### src/rtl/bp_table_ctrl.sv
// 2-bit saturating-counter branch prediction table controller in front of a dual-port SRAM.
// Port 0 serves lookups (read-only); port 1 runs the init sweep and read-modify-write updates.
module bp_table_ctrl #(
  parameter int         INDEX_WIDTH = 8,
  parameter logic [1:0] INIT_CTR    = 2'b01
) (
  input  logic                   clk,
  input  logic                   rst_n,

  input  logic                   lkup_valid,
  output logic                   lkup_rdy,
  input  logic [31:0]            lkup_pc,

  output logic                   pred_valid,
  output logic                   pred_taken,
  output logic [1:0]             pred_ctr,

  input  logic                   upd_valid,
  output logic                   upd_rdy,
  input  logic [31:0]            upd_pc,
  input  logic                   upd_taken,

  output logic                   init_done,

  output logic                   sram_csb0,
  output logic                   sram_web0,
  output logic [INDEX_WIDTH-1:0] sram_addr0,
  output logic [1:0]             sram_din0,
  input  logic [1:0]             sram_dout0,

  output logic                   sram_csb1,
  output logic                   sram_web1,
  output logic [INDEX_WIDTH-1:0] sram_addr1,
  output logic [1:0]             sram_din1,
  input  logic [1:0]             sram_dout1
);

  typedef enum logic [2:0] {
    ST_INIT,
    ST_DRAIN,
    ST_IDLE,
    ST_READ,
    ST_WRITE,
    ST_COMMIT
  } state_t;

  localparam logic [INDEX_WIDTH-1:0] IDX_ONE = 1;

  state_t                 r_state;
  state_t                 w_next_state;

  logic [INDEX_WIDTH-1:0] r_sweep_cnt;
  logic [INDEX_WIDTH-1:0] r_upd_idx;
  logic                   r_upd_taken;
  logic [INDEX_WIDTH-1:0] r_pend_idx;
  logic [1:0]             r_pend_val;
  logic                   r_pred_valid;
  logic [INDEX_WIDTH-1:0] r_pred_idx;

  logic [INDEX_WIDTH-1:0] w_lkup_idx;
  logic [INDEX_WIDTH-1:0] w_upd_idx;
  logic                   w_lkup_fire;
  logic                   w_upd_fire;
  logic                   w_sweep_last;
  logic                   w_fwd;
  logic [1:0]             w_sat_val;
  logic                   w_unused;

  function automatic logic [1:0] sat_ctr(input logic [1:0] ctr, input logic taken);
    if (taken) return (ctr == 2'b11) ? ctr : ctr + 2'b01;
    else       return (ctr == 2'b00) ? ctr : ctr - 2'b01;
  endfunction

  assign w_lkup_idx   = lkup_pc[INDEX_WIDTH+1:2];
  assign w_upd_idx    = upd_pc[INDEX_WIDTH+1:2];
  assign w_sweep_last = &r_sweep_cnt;
  assign w_unused     = ^{lkup_pc[31:INDEX_WIDTH+2], lkup_pc[1:0],
                          upd_pc[31:INDEX_WIDTH+2], upd_pc[1:0]};

  // Reset is folded into the handshake outputs so nothing is accepted while rst_n is low.
  assign init_done   = rst_n && (r_state inside {ST_IDLE, ST_READ, ST_WRITE, ST_COMMIT});
  assign lkup_rdy    = init_done;
  assign upd_rdy     = rst_n && (r_state == ST_IDLE);
  assign w_lkup_fire = lkup_valid && lkup_rdy;
  assign w_upd_fire  = upd_valid && upd_rdy;

  assign w_sat_val = sat_ctr(sram_dout1, r_upd_taken);

  // A read issued during READ or WRITE misses the in-flight write; hand it the pending value.
  assign w_fwd = r_pred_valid && (r_state inside {ST_WRITE, ST_COMMIT}) &&
                 (r_pred_idx == r_pend_idx);

  assign pred_valid = rst_n && r_pred_valid;
  assign pred_ctr   = !pred_valid ? 2'b00 : (w_fwd ? r_pend_val : sram_dout0);
  assign pred_taken = pred_ctr[1];

  // NOTE: sequential state uses <= so every register samples pre-edge values.
  always_ff @(posedge clk) begin
    if (!rst_n) r_state <= ST_INIT;
    else        r_state <= w_next_state;
  end

  // NOTE: every variable gets a default first so no latch is inferred.
  always_comb begin
    w_next_state = r_state;
    case (r_state)
      ST_INIT:   if (w_sweep_last) w_next_state = ST_DRAIN;
      ST_DRAIN:  w_next_state = ST_IDLE;
      ST_IDLE:   if (w_upd_fire) w_next_state = ST_READ;
      ST_READ:   w_next_state = ST_WRITE;
      ST_WRITE:  w_next_state = ST_COMMIT;
      ST_COMMIT: w_next_state = ST_IDLE;
      default:   w_next_state = ST_INIT;
    endcase
  end

  always_comb begin
    sram_csb0  = 1'b1;
    sram_web0  = 1'b1;
    sram_addr0 = '0;
    sram_din0  = 2'b00;
    sram_csb1  = 1'b1;
    sram_web1  = 1'b1;
    sram_addr1 = '0;
    sram_din1  = 2'b00;
    if (rst_n) begin
      if (w_lkup_fire) begin
        sram_csb0  = 1'b0;
        sram_addr0 = w_lkup_idx;
      end
      case (r_state)
        ST_INIT: begin
          sram_csb1  = 1'b0;
          sram_web1  = 1'b0;
          sram_addr1 = r_sweep_cnt;
          sram_din1  = INIT_CTR;
        end
        ST_IDLE: begin
          if (w_upd_fire) begin
            sram_csb1  = 1'b0;
            sram_addr1 = w_upd_idx;
          end
        end
        ST_READ: begin
          sram_csb1  = 1'b0;
          sram_web1  = 1'b0;
          sram_addr1 = r_upd_idx;
          sram_din1  = w_sat_val;
        end
        default: ;
      endcase
    end
  end

  always_ff @(posedge clk) begin
    if (!rst_n) begin
      r_sweep_cnt  <= '0;
      r_upd_idx    <= '0;
      r_upd_taken  <= 1'b0;
      r_pend_idx   <= '0;
      r_pend_val   <= 2'b00;
      r_pred_valid <= 1'b0;
      r_pred_idx   <= '0;
    end else begin
      if (r_state == ST_INIT) r_sweep_cnt <= r_sweep_cnt + IDX_ONE;
      r_pred_valid <= w_lkup_fire;
      if (w_lkup_fire) r_pred_idx <= w_lkup_idx;
      if (w_upd_fire) begin
        r_upd_idx   <= w_upd_idx;
        r_upd_taken <= upd_taken;
      end
      if (r_state == ST_READ) begin
        r_pend_idx <= r_upd_idx;
        r_pend_val <= w_sat_val;
      end
    end
  end

endmodule

### config.mk
export PLATFORM = sky130hd
export DESIGN_NAME = bp_table_ctrl
export DESIGN_NICKNAME = d
export VERILOG_FILES = /design/src/rtl/bp_table_ctrl.sv
export SDC_FILE = /design/constraint.sdc
export NUM_CORES = 1
export LEC_CHECK = 0
export ABC_CLOCK_PERIOD_IN_PS = 3400
export CORE_MARGIN = 2
export CORE_UTILIZATION = 43
export DETAILED_ROUTE_END_ITERATION = 10
export PLACE_DENSITY_LB_ADDON = 0.3
export RECOVER_POWER = 50
export SLEW_MARGIN = 20
export SYNTH_ARGS = -nofsm -noshare
export SYNTH_HDL_FRONTEND = slang
export SYNTH_SLANG_ARGS = --single-unit
### constraint.sdc
create_clock -name clk -period 3.4 [get_ports clk]
set_clock_uncertainty 0.2 [all_clocks]
set_input_delay 0.85 -clock clk [delete_from_list [all_inputs] [get_ports clk]]
set_output_delay 0.85 -clock clk [all_outputs]
set_load 0.02 [all_outputs]
# Yosys cells after proc, flatten, opt, wreduce, memory -nomap -nowiden
# Cells that the tools add are included.
# op_classes
addsub	3
eq_ne	9
n_mux	22
reduce_logical	15
# ops
op	count
8-bit two-way mux	4
8-bit case mux with 3 select lines	1
3-bit case mux with 5 select lines	1
2-bit two-way mux	6
8-bit by 1-bit adder with 8-bit output (second input constant)	1
8-bit == test	1
8-bit AND reduction	1
1-bit logical AND	7
3-bit by 2-bit == test with 1-bit output (second input constant)	2
3-bit == test (second input constant)	2
1-bit two-way mux	6
3-bit two-way mux	2
2-bit != test (second input constant)	2
2-bit case mux with 2 select lines	1
4-bit nonzero test	1
2-bit OR reduction	2
3-bit by 1-bit == test with 1-bit output (second input constant)	1
3-bit zero test	1
2-bit by 1-bit adder with 2-bit output (second input constant)	1
2-bit == test (second input constant)	1
2-bit zero test	1
1-bit case mux with 2 select lines	1
2-bit AND reduction	1
2-bit nonzero test	1
2-bit by 1-bit subtractor with 2-bit output (second input constant)	1
# word_totals
regBits	39
in_bits	73
out_inout_bits	31
elab_cells	57

# Longest topological paths before layout
# Gate-level depths: netlist of the first run.
# logic_depth
depth_word	6
depth_mapped	6
ltp_nobuf	5

# Worst setup path after synthesis of the first run
# Ideal clock, no wire load.
# synth_timing
kind	input -> output
from	input port rst_n
to	output port pred_ctr[1]
t_arrival_ps	1986
t_required_ps	2350
setup_slack_ps	364
cell_stages	5
path_buffers	2
path_cell_list	and2_0 > clkbuf_1 > nand2_1 > mux2i_1 > buf_4
# synth_via
elab_chain_cells	2
# synth_lines
element	line	source
from (decl)	8	input logic rst_n,
1-bit logical AND	93	assign pred_valid = rst_n && r_pred_valid;
via pred_valid	14	output logic pred_valid,
2-bit two-way mux	94	assign pred_ctr = !pred_valid ? 2'b00 : (w_fwd ? r_pend_val : sram_dout0);
to (decl)	16	output logic [1:0] pred_ctr,
# The timed path passes the listed nets, and every way through them passes these cells.

# Worst setup path in the final report of the first run
# layout_timing
from	input port upd_valid
to	output port sram_addr1[0]
# layout_via
elab_chain_cells	4
# layout_lines
element	line	source
from (decl)	18	input logic upd_valid,
1-bit logical AND	85	assign w_upd_fire = upd_valid && upd_rdy;
8-bit two-way mux	139	if (w_upd_fire) begin
8-bit case mux with 3 select lines	131	case (r_state)
8-bit two-way mux	126	if (rst_n) begin
to (decl)	33	output logic [INDEX_WIDTH-1:0] sram_addr1,
# No other way between the ends.

==> flow_summary.ini, run 1 <==
[sta]
max_slew.worst_pin.slew_ns = 0.523
grt_setup_unrepaired = false
timing.hold.ws_ns = 0.266
fmax_mhz = 308
timing_hold_violations_final = 0
drv_slew = 0
final_period_minus_worst_setup_slack_ns = 3.25
setup_viol_count_final = 0
layout_worst_path_cycle_share = 0.956
setup_tns_ns = 0
slew-limit-headroom = 0.648

[layout]
insertedDiodeCount = 0
post_route_cells_drive_above_1_share = 0.142
final_instance_area_um2 = 2800
layout.core_utilization = 0.630
flow.area_growth_from_synthesis_pct = 39.2
final_net_count = 397
fillerInstances = 401

[critical_path]
reg2reg_depth = 7
critical_path_required_time_ns = 2.35
cp.buffers_inverters = 3
worst-path-max-fanout = 9
worstPathArrival_ns = 2.20
critical_path.cell_chain = clkdlybuf4s50_1 > and2_0 > buf_12 > nand2_1 > a21oi_1 > clkdlybuf4s15_1
critical_path_cell_count = 6
rrSetupSlack_ns = 1.28
r2r-start = r_state[2]$_SDFFE_PN0P_
startpoint_type = input port
path_delay_family = buffers and inverters
max_stage_delay_ns = 0.47
cpMaxStageDelayCell = sky130_fd_sc_hd__clkdlybuf4s50_1
critical_path_class = input port to output pin
critical_path.startpoint = upd_valid
reg2reg_to = r_pred_idx[5]$_SDFFE_PN0P_
end_kind = output pin

[global_routing]
grt_pass1_wl_um = 7950
grt.overflow.total = 0
vias_in_the_first_global_route = 1792
grt_max_degree = 17
track_usage = 0.190
initial_antenna_violation_count = 0

[job]
cap_viol_max_count = 0

[pwr]
report.power.total_mw = 0.907
vdd_drop_max_uv = 254
power_leakage_nw = 1.27
p_per_area_nw_per_um2 = 324

[clock_network]
cts.root.buffer_cell = sky130_fd_sc_hd__clkbuf_8
clk_pin_slew_ns = 0.07
cts_setup_buffers = 0
clk_latency_ns = 0.28
ctsHoldBuffers = 0
tritoncts = done
cts_made_buffers = 5
cts-root-to-sink-buffers = 2
clock_sink_count = 39
htree_num_levels = 2

[route]
via_per_inst = 5.07
wl_um = 4710
initial_drc_count = 83
avgRoutedWirePerCell_um = 12.6
detailroute.via_count = 1901
drc_errors = 0
antenna_violating_nets_post_route = 0
drt-pass1-iter-count = 4

[die]
die_height_um = 72.4
rows = 24
dieWidth_um = 72.4
initial_cell_density_of_the_core = 0.453
fp.coreArea_um2 = 4440
design.die.area_um2 = 5250
floorplan.io_pins = 104

[worst_hold_path]
whs_endpoint = r_pred_idx[2]$_SDFFE_PN0P_
instance_count_along_the_most_critical_hold_path = 2
hold_wc_startpoint = r_pred_idx[2]$_SDFFE_PN0P_
holdCritPathClass = register to register

[synth]
yosys.area_share.simple = 0.276
yosys_warnings = 0
dominant_combinational_cell_family_by_area_after_synthesis = simple AND/OR/NAND/NOR gates
post_synth_fa_ha_maj_area_fraction = 0.00622
synth_top_area_frac = 0.388
synth_area_leader_cell = sky130_fd_sc_hd__dfxtp_1
most_common_flop_cell_mapped_by_yosys = sky130_fd_sc_hd__dfxtp_1
synth_enable_flop_cells = 0
synth.ff_latch_count = 39
syn_inst = 254
seq_area_frac_synth = 0.388
syn-mean-instance-area_um2 = 7.93
number_of_distinct_library_cells_after_synthesis = 41
async_flop_share = 0
syn_area_um2 = 2010
synthMuxAreaShare = 0.00994
synth_compound_gate_area_share = 0.190
synth_top_cells_by_area = sky130_fd_sc_hd__dfxtp_1, sky130_fd_sc_hd__nand2_1, sky130_fd_sc_hd__a21boi_1
synth-xor-area-share = 0.0609

[placed_design]
dp_hpwl_um = 3380
number_of_buffer_cells_added_on_primary_ports = 52
place_congestion = 0.815
detailed_place.area_um2 = 2720

[outcome]
outcome = complete, no violations
synth_stat cells, types with 3 or more instances:
cell type / instances
sky130_fd_sc_hd__a22oi_1: 8
sky130_fd_sc_hd__a21oi_1: 8
sky130_fd_sc_hd__nand3_1: 3
sky130_fd_sc_hd__o21a_1: 3
sky130_fd_sc_hd__nor2b_1: 4
sky130_fd_sc_hd__inv_1: 9
sky130_fd_sc_hd__a21boi_0: 3
sky130_fd_sc_hd__xnor2_1: 5
sky130_fd_sc_hd__or2_2: 6
sky130_fd_sc_hd__buf_2: 6
sky130_fd_sc_hd__and3_1: 3
sky130_fd_sc_hd__nand4_1: 3
sky130_fd_sc_hd__a21boi_1: 26
sky130_fd_sc_hd__o21ai_0: 5
sky130_fd_sc_hd__dfxtp_1: 39
sky130_fd_sc_hd__clkbuf_1: 6
sky130_fd_sc_hd__nor2_1: 3
sky130_fd_sc_hd__nand2_1: 64
sky130_fd_sc_hd__and2_1: 9
sky130_fd_sc_hd__buf_4: 5
sky130_fd_sc_hd__xor2_1: 9
layout by cell type (no fill, tap or decap), types with 2 or more instances in the layout:
cell type	Yosys	routed
sky130_fd_sc_hd__and2_1	9	5
sky130_fd_sc_hd__dfxtp_1	39	39
sky130_fd_sc_hd__nor3_1	2	4
sky130_fd_sc_hd__buf_4	5	22
sky130_fd_sc_hd__clkbuf_2	0	5
sky130_fd_sc_hd__a21boi_0	3	19
sky130_fd_sc_hd__clkdlybuf4s50_1	0	27
sky130_fd_sc_hd__a21boi_1	26	10
sky130_fd_sc_hd__clkbuf_8	0	5
sky130_fd_sc_hd__and3_1	3	3
sky130_fd_sc_hd__a21oi_1	8	8
sky130_fd_sc_hd__xnor2_1	5	5
sky130_fd_sc_hd__mux2i_1	2	2
sky130_fd_sc_hd__nor2_1	3	3
sky130_fd_sc_hd__o21a_1	3	3
sky130_fd_sc_hd__xor2_1	9	9
sky130_fd_sc_hd__or2_2	6	6
sky130_fd_sc_hd__dlygate4sd2_1	0	17
sky130_fd_sc_hd__inv_1	9	9
sky130_fd_sc_hd__and2_0	1	5
sky130_fd_sc_hd__o21ai_0	5	5
sky130_fd_sc_hd__clkbuf_1	6	3
sky130_fd_sc_hd__nand3_1	3	3
sky130_fd_sc_hd__nand2_1	64	64
sky130_fd_sc_hd__nand4_1	3	3
sky130_fd_sc_hd__or3_1	2	2
sky130_fd_sc_hd__or2_1	2	2
sky130_fd_sc_hd__conb_1	2	3
sky130_fd_sc_hd__nand2b_1	2	2
sky130_fd_sc_hd__a22oi_1	8	8
sky130_fd_sc_hd__nor2b_1	4	4
cell type report:
| class | instances | area (µm²) | area share |
|---|---|---|---|
| Inverter | 10 | 37.5 | 0.0134 |
| Clock buffer | 6 | 72.6 | 0.0259 |
| Tap cell | 52 | 65.1 | 0.0232 |
| Multi-Input combinational cell | 188 | 1100 | 0.392 |
| Timing Repair Buffer | 79 | 718 | 0.256 |
| Clock inverter | 1 | 30.0 | 0.0107 |
| Sequential cell | 39 | 781 | 0.279 |
cells by family (layout without fill, tap and decap cells):
family | count (synthesis) | after routing
AO/OA/AOI/OAI | 55 | 55
XOR/XNOR | 14 | 14
adder cells (fa/ha/maj) | 1 | 1
buffers and inverters | 28 | 96
flip-flops | 39 | 39
multiplexers | 2 | 2
other | 2 | 3
AND/OR/NAND/NOR | 113 | 113
metal layers:
layer | up-vias | share of wire | track usage
li1 | 965 | - | -
met1 | 871 | 0.46 | 0.245
met2 | 61 | 0.47 | 0.326
met3 | 4 | 0.058 | 0.0389
met4 | 0 | 0.0081 | 0.0494
met5 | - | 0 | 0
stage by stage:
stage,cells,setup WS [ns]
after floorplan,255,0.364
after global placement,367,-0.456
after detailed placement,367,-0.495
after CTS,375,0.0200
after global routing,375,0.0481
final,375,0.151
registers in the layout, summed over array words and instances (netlist names):
signal        cells
r_pend_idx        8
r_pred_valid      1
r_upd_taken       1
r_sweep_cnt       8
r_upd_idx         8
r_pred_idx        8
r_state           3
r_pend_val        2
power breakdown:
part | switching, mW | leakage [nW] | internal (mW)
Combinational | 0.0290 | 0.900 | 0.0482
Clock | 0.151 | 0.0513 | 0.215
Sequential | 0.00412 | 0.315 | 0.460
Total | 0.184 | 1.27 | 0.723
worst max path at each step:
stage / end / slack [ns]
after detailed placement: pred_ctr[1] / -0.50
after global routing: sram_din1[0] / 0.05
after floorplan: pred_ctr[1] / 0.36
final: sram_addr1[0] / 0.15
after global placement: pred_taken / -0.46
after CTS: sram_addr1[0] / 0.02
repair_timing:
item / in CTS / in global routing
endpoints found under the setup margin: 27 / 9
gates cloned: 1 / 0
resized for setup: 32 / 10
worst reg2reg max path, cell delays in order (launching register included):
cell and delay, ns:
sky130_fd_sc_hd__dfxtp_1 0.58, sky130_fd_sc_hd__and2b_1 0.28, sky130_fd_sc_hd__o211a_1 0.21, sky130_fd_sc_hd__buf_4 0.17, sky130_fd_sc_hd__inv_2 0.06, sky130_fd_sc_hd__clkbuf_1 0.29
sky130_fd_sc_hd__nand2_1 0.10, sky130_fd_sc_hd__a21boi_0 0.16
(Power assumes the default switching activity.)
==> run 2: changes to the inputs <==
--- a/config.mk
+++ b/config.mk
@@ -5,11 +5,10 @@
 export SDC_FILE = /design/constraint.sdc
 export NUM_CORES = 1
 export LEC_CHECK = 0
-export ABC_CLOCK_PERIOD_IN_PS = 3400
 export CORE_MARGIN = 2
 export CORE_UTILIZATION = 43
 export DETAILED_ROUTE_END_ITERATION = 10
-export PLACE_DENSITY_LB_ADDON = 0.3
+export PLACE_DENSITY = 0.86
 export RECOVER_POWER = 50
 export SLEW_MARGIN = 20
 export SYNTH_ARGS = -nofsm -noshare
==> flow_summary.ini, run 2 (synthesis gave the netlist of run 1 again) <==
[clock_network]
clk_pin_slew_ns = 0.07
clk_latency_ns = 0.30
clock_sink_count = 39
ctsHoldBuffers = 0
cts.root.buffer_cell = sky130_fd_sc_hd__clkbuf_8
cts_made_buffers = 5
tritoncts = done
htree_num_levels = 2
cts-root-to-sink-buffers = 2

[pwr]
p_per_area_nw_per_um2 = 353
vdd_drop_max_uv = 250
report.power.total_mw = 0.991
power_leakage_nw = 1.21

[critical_path]
reg2reg_to = r_pred_idx[0]$_SDFFE_PN0P_
critical_path_required_time_ns = 2.35
critical_path_class = input port to output pin
rrSetupSlack_ns = 1.26
startpoint_type = input port
worstPathArrival_ns = 2.26
r2r-start = r_state[2]$_SDFFE_PN0P_
end_kind = output pin
reg2reg_depth = 7
worst-path-max-fanout = 3

[job]
cap_viol_max_count = 0

[worst_hold_path]
whs_endpoint = r_pend_val[0]$_SDFFE_PN0N_
instance_count_along_the_most_critical_hold_path = 2
hold_wc_startpoint = r_pend_val[0]$_SDFFE_PN0N_
holdCritPathClass = register to register

[sta]
drv_slew = 0
slew-limit-headroom = 0.597
timing_hold_violations_final = 0
layout_worst_path_cycle_share = 0.972
fmax_mhz = 303
grt_setup_unrepaired = false
setup_viol_count_final = 0
final_period_minus_worst_setup_slack_ns = 3.31
timing.hold.ws_ns = 0.269
max_slew.worst_pin.slew_ns = 0.604

[route]
wl_um = 4580
avgRoutedWirePerCell_um = 12.2
via_per_inst = 5.06
detailroute.via_count = 1892
antenna_violating_nets_post_route = 0
drc_errors = 0
initial_drc_count = 91
drt-pass1-iter-count = 4

[die]
rows = 24
design.die.area_um2 = 5250
die_height_um = 72.4
initial_cell_density_of_the_core = 0.453
fp.coreArea_um2 = 4440
floorplan.io_pins = 104
dieWidth_um = 72.4

[layout]
final_net_count = 395
layoutNonFillerInstCount = 374
post_route_cells_drive_above_1_share = 0.174
fillerInstances = 389
insertedDiodeCount = 0
mostFrequentLayoutCells = sky130_fd_sc_hd__nand2_1, sky130_fd_sc_hd__dfxtp_1, sky130_fd_sc_hd__clkdlybuf4s50_1
final_common_cell = sky130_fd_sc_hd__nand2_1
flow.area_growth_from_synthesis_pct = 39.3

[placed_design]
dp_cells = 365
number_of_buffer_cells_added_on_primary_ports = 52
place_congestion = 0.893
dp_hpwl_um = 3370

[global_routing]
vias_in_the_first_global_route = 1747
initial_antenna_violation_count = 0
track_usage = 0.184
grt_pass1_wl_um = 7580
grt_max_degree = 27
grt.overflow.total = 0

[outcome]
outcome = complete, no violations
[run 2: worst max-delay path by stage]
stage,startpoint,end,slack [ns],cells past startpoint
floorplan,rst_n,pred_ctr[1],0.36,5
global placement,rst_n,sram_addr1[4],-0.47,5
detailed placement,rst_n,sram_addr1[4],-0.46,5
CTS,r_state[2]$_SDFFE_PN0P_,sram_din1[1],0.08,4
global route,sram_dout1[1],sram_din1[1],0.02,5
finish,sram_dout1[1],sram_din1[1],0.09,5
[run 2: timing repair]
action | in CTS | in global routing
endpoints found under the setup margin | 27 | 1
buffers inserted | 1 | 0
hold endpoints to repair | 0 | 0
resized for setup | 72 | 1
[run 2: final cells by class]
| type | instances | area, µm² | area share |
|---|---|---|---|
| clock buffer | 6 | 72.6 | 0.0259 |
| clock inverter | 2 | 60.1 | 0.0214 |
| inverter | 10 | 37.5 | 0.0134 |
| multi-input combinational | 188 | 1110 | 0.395 |
| sequential | 39 | 781 | 0.278 |
| tap | 52 | 65.1 | 0.0232 |
| timing repair buffer | 77 | 679 | 0.242 |
[run 2: critical path, cell delays in order]
cell	delay, ns
sky130_fd_sc_hd__clkdlybuf4s50_1	0.50
sky130_fd_sc_hd__o21ai_0	0.08
sky130_fd_sc_hd__nand2_1	0.08
sky130_fd_sc_hd__and3_1	0.15
sky130_fd_sc_hd__clkdlybuf4s50_1	0.59
[run 2: where the power goes]
group / internal (mW) / switching, mW
registers: 0.459 / 0.00356
clock network: 0.293 / 0.162
logic: 0.0445 / 0.0283
total: 0.797 / 0.194
[run 2: through the flow]
step,instance area (µm²),setup WS [ns],TNS (ns),util
floorplan,2020,0.364,0,-
global placement,2700,-0.469,-9.12,0.608
detailed placement,2700,-0.463,-8.81,0.608
CTS,2810,0.0752,0,0.632
global route,2800,0.0181,0,0.631
finish,2800,0.0947,0,0.631
[run 2: metal layers]
metal	wire length [µm]	up-vias	global-route usage
met5	0	-	0
met2	2200	51	0.311
li1	-	967	-
met1	2010	864	0.225
met3	274	10	0.0431
met4	93	0	0.0761
==> run 3: changes to the inputs <==
--- a/config.mk
+++ b/config.mk
@@ -5,6 +5,7 @@
 export SDC_FILE = /design/constraint.sdc
 export NUM_CORES = 1
 export LEC_CHECK = 0
+export CAP_MARGIN = 20
 export CORE_MARGIN = 2
 export CORE_UTILIZATION = 43
 export DETAILED_ROUTE_END_ITERATION = 10
==> results of run 3 <==
The final DEF is identical to that of run 2; final timing and power are the same.
